[config.mk]
export PLATFORM = sky130hd
export DESIGN_NAME = alu_seq_ctrl
export DESIGN_NICKNAME = d
export VERILOG_FILES = /design/src/rtl/alu_seq_ctrl.sv
export SDC_FILE = /design/constraint.sdc
export NUM_CORES = 1
export LEC_CHECK = 0
export ABC_AREA = 1
export CAP_MARGIN = 20
export CELL_PAD_IN_SITES_DETAIL_PLACEMENT = 1
export CELL_PAD_IN_SITES_GLOBAL_PLACEMENT = 1
export CORE_MARGIN = 5
export CORE_UTILIZATION = 32
export CTS_BUF_LIST = sky130_fd_sc_hd__clkbuf_16
export DETAILED_ROUTE_END_ITERATION = 6
export PLACE_DENSITY_LB_ADDON = 0.1
export RECOVER_POWER = 25
export SLEW_MARGIN = 0
export SYNTH_ARGS = -nofsm -noshare
export SYNTH_HDL_FRONTEND = slang
export SYNTH_SLANG_ARGS = --single-unit
[constraint.sdc]
create_clock -name clk -period 1.7 [get_ports clk]
set_clock_uncertainty 0.2 [all_clocks]
set_input_delay 0.51 -clock clk [delete_from_list [all_inputs] [get_ports clk]]
set_output_delay 0.51 -clock clk [all_outputs]
set_load 0.01 [all_outputs]
[src/rtl/alu_seq_ctrl.sv]
// alu_seq_ctrl: ALU-side sequencer for the shared CPU bus.
// Fetches operands A and B from the bus and holds the ALU select steady.
// Gives the ALU one execute cycle, then enables it onto the bus and captures the result.
// A divide by zero skips the ALU and returns an all-ones result with a sticky flag.
module alu_seq_ctrl #(
    parameter int WIDTH = 8
) (
    input  logic             clk,
    input  logic             clr,
    input  logic             start,
    input  logic [1:0]       op,
    input  logic [WIDTH-1:0] bus_in,
    input  logic             bus_valid,
    output logic             req_a,
    output logic             req_b,
    output logic [WIDTH-1:0] reg_A,
    output logic [WIDTH-1:0] reg_B,
    output logic [1:0]       alu_sel,
    output logic             alu_en,
    output logic [WIDTH-1:0] result,
    output logic             done,
    output logic             div_zero,
    output logic             busy
);

    localparam logic [1:0] OP_DIV = 2'b11;

    typedef enum logic [2:0] {
        IDLE = 3'd0,
        LD_A = 3'd1,
        LD_B = 3'd2,
        EXEC = 3'd3,
        RD   = 3'd4
    } state_e;

    state_e           state_q, state_d;
    logic [1:0]       op_q;
    logic [WIDTH-1:0] reg_a_q, reg_b_q, result_q;
    logic             req_a_q, req_b_q, alu_en_q, busy_q;
    logic             done_q, div_zero_q;
    logic             div_by_zero;

    // The bypass case: operand B arrives as zero for a divide.
    assign div_by_zero = (op_q == OP_DIV) && (bus_in == '0);

    // Next-state decode; waits on bus_valid in the two load states.
    always_comb begin
        // NOTE: default assignment first so every path drives state_d and no latch is inferred.
        state_d = state_q;
        unique case (state_q)
            IDLE:    if (start) state_d = LD_A;
            LD_A:    if (bus_valid) state_d = LD_B;
            LD_B:    if (bus_valid) state_d = div_by_zero ? IDLE : EXEC;
            EXEC:    state_d = RD;
            RD:      state_d = IDLE;
            default: state_d = IDLE;
        endcase
    end

    // State, datapath registers, and outputs registered from the next state.
    always_ff @(posedge clk) begin
        // NOTE: clr is sampled synchronously and wins over every other input.
        if (clr) begin
            state_q    <= IDLE;
            op_q       <= '0;
            reg_a_q    <= '0;
            reg_b_q    <= '0;
            result_q   <= '0;
            req_a_q    <= 1'b0;
            req_b_q    <= 1'b0;
            alu_en_q   <= 1'b0;
            busy_q     <= 1'b0;
            done_q     <= 1'b0;
            div_zero_q <= 1'b0;
        end else begin
            // NOTE: non-blocking throughout so every register updates from pre-edge values.
            state_q  <= state_d;
            req_a_q  <= (state_d == LD_A);
            req_b_q  <= (state_d == LD_B);
            alu_en_q <= (state_d == RD);
            busy_q   <= (state_d != IDLE);
            done_q   <= 1'b0;

            unique case (state_q)
                IDLE: begin
                    if (start) op_q <= op;
                end
                LD_A: begin
                    if (bus_valid) reg_a_q <= bus_in;
                end
                LD_B: begin
                    if (bus_valid) begin
                        reg_b_q <= bus_in;
                        if (div_by_zero) begin
                            result_q   <= '1;
                            div_zero_q <= 1'b1;
                            done_q     <= 1'b1;
                        end
                    end
                end
                RD: begin
                    // The ALU drives the bus here, so bus_valid is not consulted.
                    result_q   <= bus_in;
                    div_zero_q <= 1'b0;
                    done_q     <= 1'b1;
                end
                default: ;
            endcase
        end
    end

    // alu_sel tracks the latched op and only returns to 0 on clr.
    assign alu_sel  = op_q;
    assign req_a    = req_a_q;
    assign req_b    = req_b_q;
    assign alu_en   = alu_en_q;
    assign busy     = busy_q;
    assign reg_A    = reg_a_q;
    assign reg_B    = reg_b_q;
    assign result   = result_q;
    assign done     = done_q;
    assign div_zero = div_zero_q;

endmodule

==> impl_results.md <==
- Status: complete, no violations
- Share of cells above drive strength 1: 0.189
- CTS Hold Bufs: 0
- Overflow after GRT: 0
- Maximum clock rate: 615 MHz
- Met1 WL: between 1000 and 1500 µm
- GPL Wtd Cong: between 0.7 and 0.8
- CTS clk-pin slew, worst paths: 0.05 ns
- Crit path to: result[3]
- Post-route DRC: 0
- First-pass GRT wire length: roughly 6600 µm
- Post-synth EDFFs: 0
- Antenna Nets Post-Route: 0
- Depth of the most critical reg-to-reg path: 8
- Synth warn: 0
- Startpoint types: flop
- Slowest library cell on the worst path: dfxtp_1
- Maximum VDD drop: approximately 0.35 mV
- Setup-failing EPs final: 0
- R2R setup slack: between 0.2 and 0.25 ns
- Die H: ~75 µm
- Final Core Density: 0.508
- Top Layer Used: met4
- Setup_tns: 0 ns
- Worst EP required: approximately 0.99 ns
- Initial antenna violation count: 0
- Crit path buf inv count: 1
- Boundary Pins: 46
- Stages on worst setup path: 1
- Max clock buf depth: 2
- WP data arrival: between 0.9 and 1 ns
- Syn Nets: 175
- Hpwl dp: 3180 µm
- # H-tree levels: 2
- Initial Util: 0.336
- Area Overhead vs Synth: 51.1%
- Post-route minimum period: around 1.6 ns
- Ranking of synthesized cells by area: dfxtp_1, nor2_1, o21ai_0, inv_1, o21bai_1
- Pwr per Cell Area: a little under 1000 nW/µm²
- RSZ-0062 raised after global routing: false
- Placeable Area: 4090 µm²
- Routed length per instance: 14.7 µm
- Final Cycle Share: 0.956
- Reg2reg end: busy$_SDFF_PP0_
- Final Hold Vio Count: 0
- Dpl cells: between 200 and 300
- Layout net count: 240
- Final wirelength: between 4000 and 5000 µm
- Worst slew margin: 0.762
- Worst R2R Start: state_q[1]$_SDFF_PP0_
- Via count of the first global-routing pass: between 1000 and 1500
- Post-synthesis cell type count: 26
- Cell taking the most area after synthesis: dfxtp_1
- Root Buffer: clkbuf_16
- Top FF cell, synth: dfxtp_1
- Fin cells: ~280
- Static leakage power: between 1 and 1.5 nW
- Crit path max-delay family: flip-flops
- Worst Hold Class: flop to flop
- Seq/Total Area, Yosys: 0.510
- Largest net degree at the start of global routing: 25
- Drt initial violations: 80
- WS Path Type: flop to output port
- Final Slew Violations: 0
- Total clock sinks: 35
- DR vias/cell: between 4 and 5
- Vias: between 1000 and 1500
- Met2 Routed Length: around 2200 µm
- Number of max-cap violations: 0
- Crit-path cells: dlygate4sd2_1
- Cells after Synth: around 160
- TritonCTS clock tree: yes
- Syn Std Cell Area: roughly 1400 µm²
- Total power: 2.00 mW
- #FFs+latches synth: 35
- Ant diodes: 0
- CP peak stage delay: approximately 0.36 ns
- Slew of the pin with the lowest slew margin: ~0.35 ns
- Row Count: 23
- Met3 wire length: about 270 µm
- Syn Area/Cell: between 8 and 9 µm²
- Hold Crit Depth: 2
- Yosys top cell area share: 0.510
- Crit path capture type: output port
- Synth top cells by count: dfxtp_1, nor2_1, inv_1, o21ai_0
- Fin Hold WS: roughly 0.26 ns
- Synth async-reset ratio: 0
- Critical path origin: result[3]$_SDFFE_PP0P_
- Worst skew pair latency: 0.28 ns
- Crit path max fanout: 2
- Total track usage: 0.157
- Die ar.: 5700 µm²
- PortBufs: 45
- Router iterations before antenna repair: 4
- Num CTS Buffers: 5
- Die width: 75.5 µm
worst min-delay path by stage:
stage	startpoint	end	slack, ns
after detailed placement	result[6]$_SDFFE_PP0P_	result[6]$_SDFFE_PP0P_	0.26
after global placement	result[5]$_SDFFE_PP0P_	result[5]$_SDFFE_PP0P_	0.25
after CTS	result[6]$_SDFFE_PP0P_	result[6]$_SDFFE_PP0P_	0.26
final	result[6]$_SDFFE_PP0P_	result[6]$_SDFFE_PP0P_	0.26
after floorplan	div_zero$_SDFFE_PP0P_	div_zero$_SDFFE_PP0P_	0.28
after global routing	result[1]$_SDFFE_PP0P_	result[1]$_SDFFE_PP0P_	0.29
power by group:
group          internal [mW]  switching [mW]
logic                  0.126           0.142
clock network          0.529           0.329
registers              0.860          0.0187
flip-flops by register name, indices dropped and copies added (netlist names):
| signal | cells |
|---|---|
| reg_B | 8 |
| req_b | 1 |
| alu_sel | 2 |
| div_zero | 1 |
| busy | 1 |
| reg_A | 8 |
| req_a | 1 |
| result | 8 |
| alu_en | 1 |
| state_q | 3 |
| done | 1 |
area by class of cell:
cell class,instances,area (µm²)
clock inverters,3,12.5
repair buffers,62,536
multi-input cells,100,548
well taps,50,62.6
fillers,499,2010
clock buffers,5,125
inverters,22,90.1
flip-flops and latches,35,701
stage by stage:
stage | worst slack [ns] | instance area [µm²]
after floorplan | 0.242 | 1370
after global placement | -0.289 | 1990
after detailed placement | -0.310 | 1990
after CTS | 0.0613 | 2090
after global routing | 0.0450 | 2070
final | 0.0752 | 2070
timing repair:
item                                    CTS  global route
gates resized for setup                  41             0
endpoints found under the setup margin   43             0
buffers inserted                          1             0
hold endpoints to repair                  0             0
cells in the final DEF, fill, tap and decap left out:
cell and n:
a21oi_1 4, a21oi_2 2, and2_1 1, buf_12 1
buf_4 15, clkbuf_1 1, clkbuf_16 5, clkdlybuf4s50_1 4
clkinv_2 1, clkinv_4 1, dfxtp_1 35, dlygate4sd2_1 41
inv_1 20, inv_2 2, inv_4 1, nand2_1 8
nand2_2 3, nand2_4 5, nand3_2 3, nand3b_1 1
nor2_1 35, nor2_4 1, nor3_1 1, nor3_2 2
o21ai_0 19, o21ai_1 6, o21ai_2 1, o21bai_1 8
cells by family after synthesis:
kind of cell           after synthesis  share of synthesized area
and+or+nand+nor                     60                      0.237
DFF                                 35                      0.510
AOI/OAI and AO/OA                   40                      0.169
buffers and inverters               26                     0.0839
routing by layer:
layer / vias to the layer above / track usage
met1: 609 / 0.165
met3: 6 / 0.0356
met4: 0 / 0.0641
met5: - / 0
met2: 32 / 0.299
li1: 640 / -
Note: power is estimated with default switching activity, not from simulation.
